<file path="src/rtl/gcc_pkg.sv">
`default_nettype none
// ============================================================================
// Module      : gcc_pkg
// Description : Shared defaults and the result record type used by the
//               gravity-center result collector and its FIFO.
//               Contents: GCC_COORD_W, GCC_IDX_W, gcc_result_t {idx, x, y}.
// Revision    : 1.0 - initial release
// ============================================================================
package gcc_pkg;

  localparam int GCC_COORD_W = 8;
  localparam int GCC_IDX_W   = 16;

  // One captured result, packed MSB-first as {idx, x, y}; the collector
  // stores exactly this layout in its FIFO.
  typedef struct packed {
    logic [GCC_IDX_W-1:0]   idx;
    logic [GCC_COORD_W-1:0] x;
    logic [GCC_COORD_W-1:0] y;
  } gcc_result_t;

endpackage : gcc_pkg
`default_nettype wire

</file>
<file path="src/rtl/gcc_sync_fifo.sv">
`default_nettype none
// ============================================================================
// Module      : gcc_sync_fifo
// Description : Single-clock show-ahead FIFO. The head entry is visible on
//               dout combinationally whenever the FIFO is not empty.
// Ports       : CLK, RESET (async, active-high)
//               push/din  - write din at the tail (caller ensures !full||pop)
//               pop       - discard the head (caller ensures !empty)
//               dout      - head entry, forced to zero while empty
//               level     - occupancy 0..DEPTH; full / empty flags
// Revision    : 1.0 - initial release
// ============================================================================
module gcc_sync_fifo #(
  parameter int WIDTH = 32,
  parameter int DEPTH = 16,
  parameter int LVL_W = 5
) (
  input  logic             CLK,
  input  logic             RESET,
  input  logic             push,
  input  logic             pop,
  input  logic [WIDTH-1:0] din,
  output logic [WIDTH-1:0] dout,
  output logic [LVL_W-1:0] level,
  output logic             full,
  output logic             empty
);

  localparam int c_PTR_W = $clog2(DEPTH);

  logic [WIDTH-1:0]   r_mem [DEPTH];
  logic [c_PTR_W-1:0] r_wr_ptr;
  logic [c_PTR_W-1:0] r_rd_ptr;
  logic [LVL_W-1:0]   r_level;

  // Storage carries no reset; stale contents are masked on dout while empty.
  always_ff @(posedge CLK) begin
    if (push) begin
      r_mem[r_wr_ptr] <= din;
    end
  end

  // Pointers are power-of-two sized and wrap on their own.
  always_ff @(posedge CLK or posedge RESET) begin
    if (RESET) begin
      r_wr_ptr <= '0;
      r_rd_ptr <= '0;
      r_level  <= '0;
    end else begin
      if (push) r_wr_ptr <= r_wr_ptr + 1'b1;
      if (pop)  r_rd_ptr <= r_rd_ptr + 1'b1;
      case ({push, pop})
        2'b10:   r_level <= r_level + 1'b1;
        2'b01:   r_level <= r_level - 1'b1;
        default: r_level <= r_level;
      endcase
    end
  end

  assign empty = (r_level == '0);
  assign full  = (r_level == LVL_W'(DEPTH));
  assign level = r_level;
  assign dout  = empty ? '0 : r_mem[r_rd_ptr];

endmodule : gcc_sync_fifo
`default_nettype wire

</file>
<file path="src/rtl/gcc_result_collector.sv">
`default_nettype none
// ============================================================================
// Module      : gcc_result_collector
// Description : Captures every (Xc, Yc) pair presented while READY_ is low,
//               tags it with a running index and buffers it for a
//               valid/ready consumer. Results arriving while the buffer is
//               full (and not being drained) are dropped and counted.
// Ports       : CLK, RESET (async, active-high)
//               READY_, Xc, Yc          - calculator result strobe/data
//               OUT_VALID/READY/X/Y/IDX - show-ahead consumer interface
//               LEVEL, FULL             - buffer occupancy
//               OVERFLOW, DROP_CNT      - sticky loss flag, saturating count
//               CLR_OVF                 - synchronous clear of loss status
// Revision    : 1.0 - initial release
// ============================================================================
module gcc_result_collector
  import gcc_pkg::*;
#(
  parameter int COORD_W = GCC_COORD_W,
  parameter int DEPTH   = 16,
  parameter int IDX_W   = GCC_IDX_W,
  parameter int LVL_W   = 5
) (
  input  logic               CLK,
  input  logic               RESET,
  input  logic               READY_,
  input  logic [COORD_W-1:0] Xc,
  input  logic [COORD_W-1:0] Yc,
  output logic               OUT_VALID,
  input  logic               OUT_READY,
  output logic [COORD_W-1:0] OUT_X,
  output logic [COORD_W-1:0] OUT_Y,
  output logic [IDX_W-1:0]   OUT_IDX,
  output logic [LVL_W-1:0]   LEVEL,
  output logic               FULL,
  output logic               OVERFLOW,
  output logic [IDX_W-1:0]   DROP_CNT,
  input  logic               CLR_OVF
);

  localparam int c_ENTRY_W = IDX_W + 2 * COORD_W;

  logic                 w_cap;
  logic                 w_pop;
  logic                 w_push;
  logic                 w_drop;
  logic                 w_empty;
  logic [c_ENTRY_W-1:0] w_din;
  logic [c_ENTRY_W-1:0] w_dout;

  logic [IDX_W-1:0]     r_idx_cnt;
  logic                 r_overflow;
  logic [IDX_W-1:0]     r_drop_cnt;

  assign w_cap  = ~READY_;
  assign w_pop  = OUT_VALID & OUT_READY;
  // A simultaneous pop frees a slot, so only a full FIFO with no pop drops.
  assign w_drop = w_cap & FULL & ~w_pop;
  assign w_push = w_cap & ~w_drop;
  assign w_din  = {r_idx_cnt, Xc, Yc};

  gcc_sync_fifo #(
    .WIDTH (c_ENTRY_W),
    .DEPTH (DEPTH),
    .LVL_W (LVL_W)
  ) u_fifo (
    .CLK   (CLK),
    .RESET (RESET),
    .push  (w_push),
    .pop   (w_pop),
    .din   (w_din),
    .dout  (w_dout),
    .level (LEVEL),
    .full  (FULL),
    .empty (w_empty)
  );

  assign OUT_VALID = ~w_empty;
  assign {OUT_IDX, OUT_X, OUT_Y} = w_dout;

  // Index advances on every capture, stored or dropped, so gaps mark losses.
  always_ff @(posedge CLK or posedge RESET) begin
    if (RESET) begin
      r_idx_cnt <= '0;
    end else if (w_cap) begin
      r_idx_cnt <= r_idx_cnt + 1'b1;
    end
  end

  // A drop in the same cycle as CLR_OVF takes priority and restarts the count at 1.
  always_ff @(posedge CLK or posedge RESET) begin
    if (RESET) begin
      r_overflow <= 1'b0;
      r_drop_cnt <= '0;
    end else if (w_drop) begin
      r_overflow <= 1'b1;
      if (CLR_OVF) begin
        r_drop_cnt <= IDX_W'(1);
      end else if (r_drop_cnt != '1) begin
        r_drop_cnt <= r_drop_cnt + 1'b1;
      end
    end else if (CLR_OVF) begin
      r_overflow <= 1'b0;
      r_drop_cnt <= '0;
    end
  end

  assign OVERFLOW = r_overflow;
  assign DROP_CNT = r_drop_cnt;

endmodule : gcc_result_collector
`default_nettype wire

</file>
<file path="config.mk">
export PLATFORM = sky130hd
export DESIGN_NAME = gcc_result_collector
export DESIGN_NICKNAME = d
export VERILOG_FILES = /design/src/rtl/gcc_pkg.sv /design/src/rtl/gcc_sync_fifo.sv /design/src/rtl/gcc_result_collector.sv
export SDC_FILE = /design/constraint.sdc
export NUM_CORES = 1
export LEC_CHECK = 0
export ABC_AREA = 1
export CAP_MARGIN = 20
export CORE_MARGIN = 4
export CORE_UTILIZATION = 36
export CTS_CLUSTER_SIZE = 12
export DETAILED_ROUTE_END_ITERATION = 10
export PLACE_DENSITY_LB_ADDON = 0.05
export SYNTH_ARGS = -nofsm -noshare
export SYNTH_HDL_FRONTEND = slang
export SYNTH_SLANG_ARGS = --single-unit
</file>
<file path="constraint.sdc">
create_clock -name CLK -period 3.6 [get_ports CLK]
set_input_delay 0.72 -clock CLK [delete_from_list [all_inputs] [get_ports CLK]]
set_output_delay 0.72 -clock CLK [all_outputs]
set_load 0.03 [all_outputs]
</file>
==> qor.yml, run 1 <==
max_stage_delay_ns: 0.55
start_kind: "flip-flop"
die_x_um: 261
status: "complete, no violations"
synth_area_leaders: "edfxtp_1 67%, nand2_1 9.6%, nand3_1 8.9%, dfrtp_1 5.0%, a21oi_1 1.5%"
cp_top_family: "buffers and inverters"
synth-seq-cells: 558
h-tree-depth: 2
die_y_um: 261
timing.final.ws_setup_ns: 0.0550
post-place-ws_ns: 0.450
gr-total-overflow: 0
drc_errors: 0
crit_buf_inv: 3
area_growth_pct: 18.8
drtIter0Drc: 1150
ys.flop_type: "edfxtp_1"
setup_viol: 0
detail-route-antenna-nets: 0
cts_buffers: 61
seq_power_share_pct: 34.5
grt_pass1_wl_um: 98800
hold_viol: 0
yosysUniqueCellTypes: 30
power_frac_clock_pct: 25.1
antenna_found_initial: 0
peakVddDrop_mv: 0.721
core.rowCount: 92
powerDensity_mw_per_mm2: 872
holdWs_ns: 0.381
syn-num-nets: 1990
fmax_mhz: 282
placed_cell_area_mm2: 0.0253
critical_path.endpoint_type: "primary output"
yosys.area.top_type_share_pct: 66.6
cp.required_ns: 2.88
first_global_vias: 14711
worst_pin_slew_ns: 0.853
routed_wl_um: 66100
coreArea_mm2: 0.0633
cts_tree: "built"
drive_gt1_share_pct: 11.7
wl_per_cell_um: 22.4
relSlewSlack_pct: 43.0
postCtsHoldBufs: 0
drtPass1Iterations: 5
crit_top_cell: "nand3_1"
rsz0062_at_grt: "true"
fin_crit_ns: 3.55
yosys-top-cells-count: "593 x nand2_1, 512 x edfxtp_1, 409 x nand3_1, 68 x a21oi_1, 51 x buf_2"
drv_slew: 0
cts.clk_slew.worst_paths_ns: 0.06
yosys_warnings: 0
num_antenna_cells: 0
setup_tns_ns: 0
p_leak_nw: 9.85
ys_seq_area_share_pct: 71.6
layout.cells.non_filler: 2953
num_io_pins: 77
hpwl_um: 38600
finClkSkew_ns: 0.0153
final_util_pct: 43.3
grt_use_total_pct: 19.3
cp_max_fo: 29
start_util_pct: 36.5
intPower_mw: 14.8
r2r-start: "u_fifo.level[0]$_DFFE_PP0P_"
cts_buffer_depth: 3
io_buffers: 76
dp_cells: 2833
syn_area_mm2: 0.0231
combPwrFrac_pct: 40.4
fin_area_mm2: 0.0274
hold_class: "in2async"
synth-async-reset-ratio_pct: 8.24
crit_start: "u_fifo.r_rd_ptr[1]$_DFFE_PP0N_"
nets: 2088
dr_total_vias: 15152
worstPathCellList: "inv_4 -> buf_4 -> nand3_1 -> nand3_1 -> a21oi_1 -> o21a_1 -> buf_12"
maxCapViolations: 0
die-area_mm2: 0.0683
grt_max_degree: 111
synth-edff-count: 512
yosysMostFrequentCell: "nand2_1"
syn_avg_cell_area_um2: 11.8
fillers: 5899
avgViaCountPerCell: 5.13
insertion_delay_ns: 0.63
critPathArrivalTime_ns: 2.83
root_buffer: "clkbuf_16"
crit_slowest_cell: "dfrtp_4"
synth_top_area_cell: "edfxtp_1"
crit_type: "reg2out"
power_mw: 23.9
power_switching_mw: 9.15
fin_crit_sh_pct: 98.5
swShare_pct: 38.2
place_congestion: 0.809
synth_cells: 1958
clock_sinks: 558
## power groups by stage
| stage | registers (mW) | logic [mW] | clock network, mW |
|---|---|---|---|
| finish | 8.26 | 9.67 | 6.00 |
| global placement | 8.39 | 9.47 | 0 |
| floorplan | 8.33 | 5.34 | 0 |
| CTS | 8.27 | 9.68 | 6.17 |
| global route | 8.32 | 10.5 | 6.45 |
| detailed placement | 8.40 | 9.48 | 0 |
## routing by layer
layer  share of wire, %  GRT usage [%]  vias to the layer above
li1                   -              -                     7100
met2                 44           29.2                      363
met3                4.6           2.83                       83
met5                  0              0                        -
met1                 50           29.9                     7606
met4                1.6           3.94                        0
## state kept, by name (all words and copies together), names as in the netlist
register / flops
u_fifo.r_mem: 512
DROP_CNT: 16
r_idx_cnt: 16
u_fifo.level: 5
u_fifo.r_rd_ptr: 4
u_fifo.r_wr_ptr: 4
OVERFLOW: 1
## worst paths after layout
kind | endpoint | slack (ns) | cells past startpoint
hold / removal | u_fifo.level[0]$_DFFE_PP0P_ | 0.38 | 2
setup / recovery | OUT_IDX[6] | 0.05 | 7
max in group asynchronous | r_idx_cnt[15]$_DFFE_PP0N_ | 2.61 | 3
setup reg to reg | u_fifo.level[4]$_DFFE_PP0P_ | 0.85 | 13
hold reg to reg | OVERFLOW$_DFFE_PP0P_ | 0.51 | 2
min in group CLK | OVERFLOW$_DFFE_PP0P_ | 0.51 | 2
## what timing repair did
item / 4_1_cts / 5_1_grt
hold endpoints to repair: 0 / 0
setup endpoints to repair: 24 / 23
pin swaps: 0 / 0
cloned: 2 / 1
setup buffers: 0 / 4
resized for setup: 10 / 5
## layout by cell type, fill, tap and decap left out, types with 2 or more instances in the layout
| cell | Yosys | routed |
|---|---|---|
| a21oi_1 | 68 | 64 |
| o21ai_2 | 7 | 7 |
| nand3_1 | 409 | 409 |
| nand2_2 | 6 | 6 |
| nor2_2 | 7 | 7 |
| buf_4 | 26 | 60 |
| buf_16 | 0 | 4 |
| o21ai_0 | 8 | 8 |
| xnor2_1 | 7 | 7 |
| nor3_1 | 3 | 3 |
| nand4_1 | 15 | 15 |
| edfxtp_1 | 512 | 512 |
| clkbuf_8 | 0 | 11 |
| nand3_2 | 4 | 4 |
| nand2_1 | 593 | 593 |
| xor2_1 | 19 | 19 |
| inv_2 | 4 | 6 |
| dfrtp_4 | 0 | 3 |
| clkbuf_1 | 21 | 20 |
| nor2_4 | 0 | 16 |
| ha_1 | 10 | 10 |
| bufbuf_16 | 0 | 2 |
| dfrtp_1 | 46 | 42 |
| clkbuf_16 | 0 | 64 |
| buf_12 | 0 | 34 |
| o21ai_1 | 2 | 2 |
| inv_1 | 41 | 37 |
| nor2_1 | 47 | 31 |
| a21oi_2 | 0 | 4 |
| clkinv_2 | 0 | 8 |
| clkinv_1 | 0 | 10 |
| o21a_1 | 32 | 31 |
| clkdlybuf4s50_1 | 0 | 44 |
## worst register-to-register path: stages, from the launching register on
cell and delay, ns:
dfrtp_1 0.46, nor2_2 0.24, nand3_2 0.45, nand2_2 0.30, nor2_1 0.15, fa_1 0.42, nand2_1 0.08, nand2_1 0.06
a21oi_1 0.16, inv_1 0.06, nand2_1 0.08, nand3_1 0.08, nand2_1 0.06, nand2_1 0.04
## cells by family after synthesis
group                    after synthesis  share of synthesized area, %
XOR/XNOR                              26                         0.986
flip-flops                           558                          71.6
buffers and inverters                158                          3.33
AND/OR/NAND/NOR                     1086                          20.4
adder cells (fa/ha/maj)               11                         0.629
AO/OA/AOI/OAI                        119                          3.10
## layout make-up
| cell class | instances | area, um^2 | area share, % |
|---|---|---|---|
| multi-input combinational | 1242 | 5930 | 21.6 |
| clock inverter | 20 | 116 | 0.424 |
| clock buffer | 94 | 1800 | 6.57 |
| tap | 846 | 1060 | 3.86 |
| sequential | 558 | 16500 | 60.3 |
| inverter | 45 | 188 | 0.684 |
| timing repair buffer | 148 | 1810 | 6.58 |
Note: power is estimated with default switching activity, not from simulation.
==> run 2, diff against run 1 <==
--- a/config.mk
+++ b/config.mk
@@ -8,7 +8,7 @@
 export ABC_AREA = 1
 export CAP_MARGIN = 20
 export CORE_MARGIN = 4
-export CORE_UTILIZATION = 36
+export CORE_UTILIZATION = 40
 export CTS_CLUSTER_SIZE = 12
 export DETAILED_ROUTE_END_ITERATION = 10
 export PLACE_DENSITY_LB_ADDON = 0.05
==> run 2 against run 1 <==
  * Via count decreased by 0.83%
  * Non-clock buffer count increased by 2
  * Cell count decreased by 2.9%
  * Critical endpoint is now OUT_IDX[8]
  * Largest cell class unchanged
==> qor.yml, run 2 (synthesized netlist as in run 1, its figures left out) <==
core.rowCount: 87
cp.required_ns: 2.88
drive_gt1_share_pct: 11.4
relSlewSlack_pct: 44.6
fillers: 5118
wl_per_cell_um: 22.5
powerDensity_mw_per_mm2: 867
first_global_vias: 14699
cp_top_family: "buffers and inverters"
worst_pin_slew_ns: 0.831
fin_crit_ns: 3.54
layout_common_cells: "593 x nand2_1, 512 x edfxtp_1, 409 x nand3_1, 63 x clkbuf_16, 61 x a21oi_1"
wl_met2_um: 30800
critical_path.endpoint_type: "primary output"
root_buffer: "clkbuf_16"
worstPathCellList: "inv_2 -> buf_4 -> a21oi_1 -> buf_4 -> o21a_1 -> buf_12"
cts_tree: "built"
setup_viol: 0
drtPass1Iterations: 5
finClkSkew_ns: 0.0151
setup_tns_ns: 0
clock_sinks: 558
maxCapViolations: 0
worst_r2r_path_depth: 13
final_util_pct: 48.2
drtIter0Drc: 1185
hpwl_um: 34800
multi_input_area_mm2: 0.00594
cp_max_fo: 20
crit_type: "reg2out"
dr_wl_met3_um: 3600
rsz0062_at_grt: "true"
status: "complete, no violations"
area_growth_pct: 18.6
fin_crit_sh_pct: 98.4
postCtsHoldBufs: 0
grt_pass1_wl_um: 96100
largest_reg_flops: 512
p_leak_nw: 9.87
critPathArrivalTime_ns: 2.82
peakVddDrop_mv: 0.563
drv_slew: 0
die_y_um: 248
largest_register: "u_fifo.r_mem"
cts.clk_slew.worst_paths_ns: 0.06
avgViaCountPerCell: 5.24
h-tree-depth: 2
die-area_mm2: 0.0616
r2r_slack_ns: 0.75
detail-route-antenna-nets: 0
grt_use_total_pct: 20.9
insertion_delay_ns: 0.63
cts_buffers: 61
max_stage_delay_ns: 0.62
mostFrequentLayoutCell: "nand2_1"
hold_class: "in2async"
io_buffers: 76
crit_buf_inv: 4
start_kind: "flip-flop"
register_area_mm2: 0.0165
met1_length_um: 29300
gr-total-overflow: 0
cts_buffer_depth: 3
coreArea_mm2: 0.0568
highest_layer: "met4"
fmax_mhz: 282
crit_slowest_cell: "dfrtp_4"
place_congestion: 0.806
dr_total_vias: 15026
r2r-start: "u_fifo.level[0]$_DFFE_PP0P_"
crit_top_cell: "buf_4"
nets: 2091
die_x_um: 248
drc_errors: 0
routed_wl_um: 64700
grt_max_degree: 77
crit-reg2reg-capture: "u_fifo.level[4]$_DFFE_PP0P_"
start_util_pct: 40.6
hold_viol: 0
num_io_pins: 77
antenna_found_initial: 1
-- run 2: cell types whose count changed in the layout (fill, tap and decap cells not counted), moves of 3 or more --
cell,delta
buf_6,+4
dlygate4sd2_1,+3
clkinv_1,+8
a21oi_2,+3
clkbuf_8,-8
a21oi_1,-3
buf_4,-11
-- run 2: where the power goes --
part	total [mW]	switching, mW	internal (mW)
Combinational	9.56	6.03	3.53
Clock	5.82	2.52	3.30
Sequential	8.38	0.496	7.88
Total	23.8	9.05	14.7
-- run 2: per-stage QoR --
stage          power (mW)  hold WS (ns)  worst slack [ns]  cells  area [um^2]
2_1_floorplan        13.7         0.501             0.584   1958        23100
3_5_place_dp         17.7         0.533             0.379   2741        25200
5_1_grt              25.1         0.362         0.0000517   2867        27400
3_3_place_gp         17.6         0.524             0.412   2741        25200
4_1_cts              23.9         0.328          -0.00372   2865        27300
6_report             23.8         0.355            0.0570   2868        27400
-- run 2: repair_timing --
action                     CTS  global route
gates cloned                 5             2
hold endpoints to repair     0             0
setup buffers                4             0
resized for setup           19            17
setup endpoints to repair   32            24
-- run 2: per-layer routing --
layer	vias up	track usage [%]
li1	7117	-
met1	7458	29.8
met2	378	34.0
met3	73	3.81
met4	0	4.36
met5	-	0
-- run 2: how the worst max path moves through the flow --
stage,endpoint,start,depth (start not counted)
after floorplan,u_fifo.r_mem[0][0]$_DFFE_PP_,READY_,6
after global placement,OUT_IDX[2],u_fifo.r_rd_ptr[0]$_DFFE_PP0N_,8
after detailed placement,OUT_X[6],u_fifo.r_rd_ptr[0]$_DFFE_PP0N_,8
after CTS,OUT_X[6],u_fifo.r_rd_ptr[0]$_DFFE_PP0N_,8
after global routing,OUT_IDX[8],u_fifo.r_rd_ptr[3]$_DFFE_PP0N_,6
final,OUT_IDX[8],u_fifo.r_rd_ptr[3]$_DFFE_PP0N_,6
-- run 2: area by class of cell --
type                    instances  share of cell area [%]
multi-input cells            1242                    21.7
repair inverters                1                  0.0411
well taps                     756                    3.45
clock buffers                  83                    5.95
flip-flops and latches        558                    60.4
inverters                      45                   0.703
clock inverters                32                   0.786
repair buffers                150                    6.98
diodes                          1                 0.00914
==> run 3, diff against run 2 <==
--- a/config.mk
+++ b/config.mk
@@ -7,10 +7,11 @@
 export LEC_CHECK = 0
 export ABC_AREA = 1
 export CAP_MARGIN = 20
-export CORE_MARGIN = 4
+export CORE_MARGIN = 3
 export CORE_UTILIZATION = 40
 export CTS_CLUSTER_SIZE = 12
 export DETAILED_ROUTE_END_ITERATION = 10
+export DONT_BUFFER_PORTS = 1
 export PLACE_DENSITY_LB_ADDON = 0.05
 export SYNTH_ARGS = -nofsm -noshare
 export SYNTH_HDL_FRONTEND = slang
==> run 3 against run 2 <==
  * Die area is 1.6% lower
  * Sequential cell count stayed put
  * Routed wire length is 2.8% lower
  * Combinational power is 23% lower
  * Via count is 3.0% lower
  * Critical endpoint is now OUT_IDX[13]
  * Largest cell class unchanged
==> qor.yml, run 3 (synthesized netlist as in run 1, its figures left out) <==
fin_crit_ns: 3.39
mostFrequentLayoutCell: "nand2_1"
worst_r2r_path_depth: 14
power_frac_clock_pct: 27.3
die-area_mm2: 0.0606
status: "complete, no violations"
cts_tree: "built"
cp_max_fo: 53
largest_register: "u_fifo.r_mem"
grt_max_degree: 131
postCtsHoldBufs: 0
setup_tns_ns: 0
antenna_found_initial: 0
layout_common_cells: "593 x nand2_1, 512 x edfxtp_1, 409 x nand3_1, 68 x a21oi_1, 60 x clkbuf_16"
setup_viol: 0
largest_reg_flops: 512
cts_buffers: 60
hpwl_um: 31400
seq_power_share_pct: 38.9
detail-route-antenna-nets: 0
relSlewSlack_pct: 51.3
fmax_mhz: 295
core.rowCount: 87
nets: 1987
drtIter0Drc: 1111
fillers: 5154
start_util_pct: 40.7
die_x_um: 246
max_stage_delay_ns: 0.65
holdWs_ns: 0.114
num_antenna_cells: 0
register_area_mm2: 0.0165
crit_top_cell: "nand3_1"
drv_slew: 0
clock_sinks: 558
coreArea_mm2: 0.0567
finClkSkew_ns: 0.0148
crit_cells: 7
hold_viol: 0
cts.clk_slew.worst_paths_ns: 0.06
h-tree-depth: 2
maxCapViolations: 0
drc_errors: 0
fin_area_mm2: 0.0261
worst_pin_slew_ns: 0.730
gr-total-overflow: 0
fin_crit_sh_pct: 94.1
grt_pass1_wl_um: 94200
final_util_pct: 46.1
powerDensity_mw_per_mm2: 834
rsz0062_at_grt: "false"
intPower_mw: 13.4
placed_cell_area_mm2: 0.0242
cts_buffer_depth: 3
grt_use_total_pct: 20.8
layout.cells.non_filler: 2760
dp_cells: 2649
insertion_delay_ns: 0.62
power_switching_mw: 8.42
io_buffers: 0
multi_input_area_mm2: 0.00592
routed_wl_um: 62800
drtPass1Iterations: 5
crit_buf_inv: 3
drive_gt1_share_pct: 9.63
first_global_vias: 14428
start_kind: "flip-flop"
peakVddDrop_mv: 0.718
dr_total_vias: 14573
combPwrFrac_pct: 33.8
cp_top_family: "buffers and inverters"
root_buffer: "clkbuf_16"
critPathArrivalTime_ns: 2.67
num_io_pins: 77
cp.required_ns: 2.88
p_leak_nw: 9.28
worstPathCellList: "inv_4 -> buf_12 -> nand3_1 -> nand3_1 -> a21oi_1 -> o21a_1 -> buf_4"
area_growth_pct: 13.1
crit_slowest_cell: "dfrtp_4"
place_congestion: 0.791
critical_path.endpoint_type: "primary output"
swShare_pct: 38.6
hold_class: "in2async"
wl_per_cell_um: 22.8
die_y_um: 246
crit_type: "reg2out"
avgViaCountPerCell: 5.28
-- run 3: changes by cell type in the layout (fill, tap and decap cells not counted), moves of 5 or more --
cell and change:
clkinv_1 -11, a21oi_1 +7, clkbuf_8 +9, clkbuf_1 -6, buf_16 -5, buf_4 -23, a21oi_2 -7, clkdlybuf4s50_1 -44
clkinv_2 +6, buf_12 -14, buf_6 -5
-- run 3: path summary, 6_finish.rpt --
| kind | startpoint | endpoint | slack [ns] |
|---|---|---|---|
| worst max-delay path | u_fifo.r_rd_ptr[1]$_DFFE_PP0N_ | OUT_IDX[13] | 0.21 |
| min in group CLK | Yc[3] | u_fifo.r_mem[12][3]$_DFFE_PP_ | 0.20 |
| worst min register to register | u_fifo.r_wr_ptr[2]$_DFFE_PP0P_ | u_fifo.r_wr_ptr[2]$_DFFE_PP0P_ | 0.56 |
| max in group asynchronous | RESET | DROP_CNT[10]$_DFFE_PP0P_ | 2.82 |
| worst max register to register | u_fifo.level[0]$_DFFE_PP0P_ | u_fifo.level[4]$_DFFE_PP0P_ | 0.79 |
| worst min-delay path | RESET | r_idx_cnt[7]$_DFFE_PP0N_ | 0.11 |
-- run 3: metal layers --
metal | track usage (%) | part of all wire (%) | vias up
met5 | 0 | 0 | -
met1 | 28.3 | 45 | 7303
met4 | 4.70 | 1.8 | 0
li1 | - | - | 6895
met3 | 3.13 | 4.4 | 85
met2 | 35.3 | 49 | 290
-- run 3: layout make-up --
| type | instances | share of cell area [%] |
|---|---|---|
| Sequential cell | 558 | 63.3 |
| Multi-Input combinational cell | 1242 | 22.6 |
| Clock buffer | 86 | 6.58 |
| Tap cell | 756 | 3.62 |
| Timing Repair Buffer | 48 | 2.43 |
| Clock inverter | 25 | 0.704 |
| Inverter | 45 | 0.704 |
-- run 3: per-stage QoR --
| stage | total power [mW] | worst slack (ns) |
|---|---|---|
| 2_1_floorplan | 13.7 | 0.584 |
| 3_3_place_gp | 16.1 | 0.747 |
| 3_5_place_dp | 16.1 | 0.756 |
| 4_1_cts | 22.1 | 0.0886 |
| 5_1_grt | 23.0 | 0.0532 |
| 6_report | 21.8 | 0.213 |
-- run 3: timing repair --
item	4_1_cts	5_1_grt
setup buffers	0	0
setup endpoints to repair	0	5
resized for setup	0	1
-- run 3: power by group through the flow --
stage / registers (mW) / clock network (mW) / logic (mW)
after floorplan: 8.33 / 0 / 5.34
after global placement: 8.60 / 0 / 7.48
after detailed placement: 8.61 / 0 / 7.49
after CTS: 8.47 / 6.11 / 7.51
after global routing: 8.54 / 6.36 / 8.08
final: 8.47 / 5.96 / 7.36
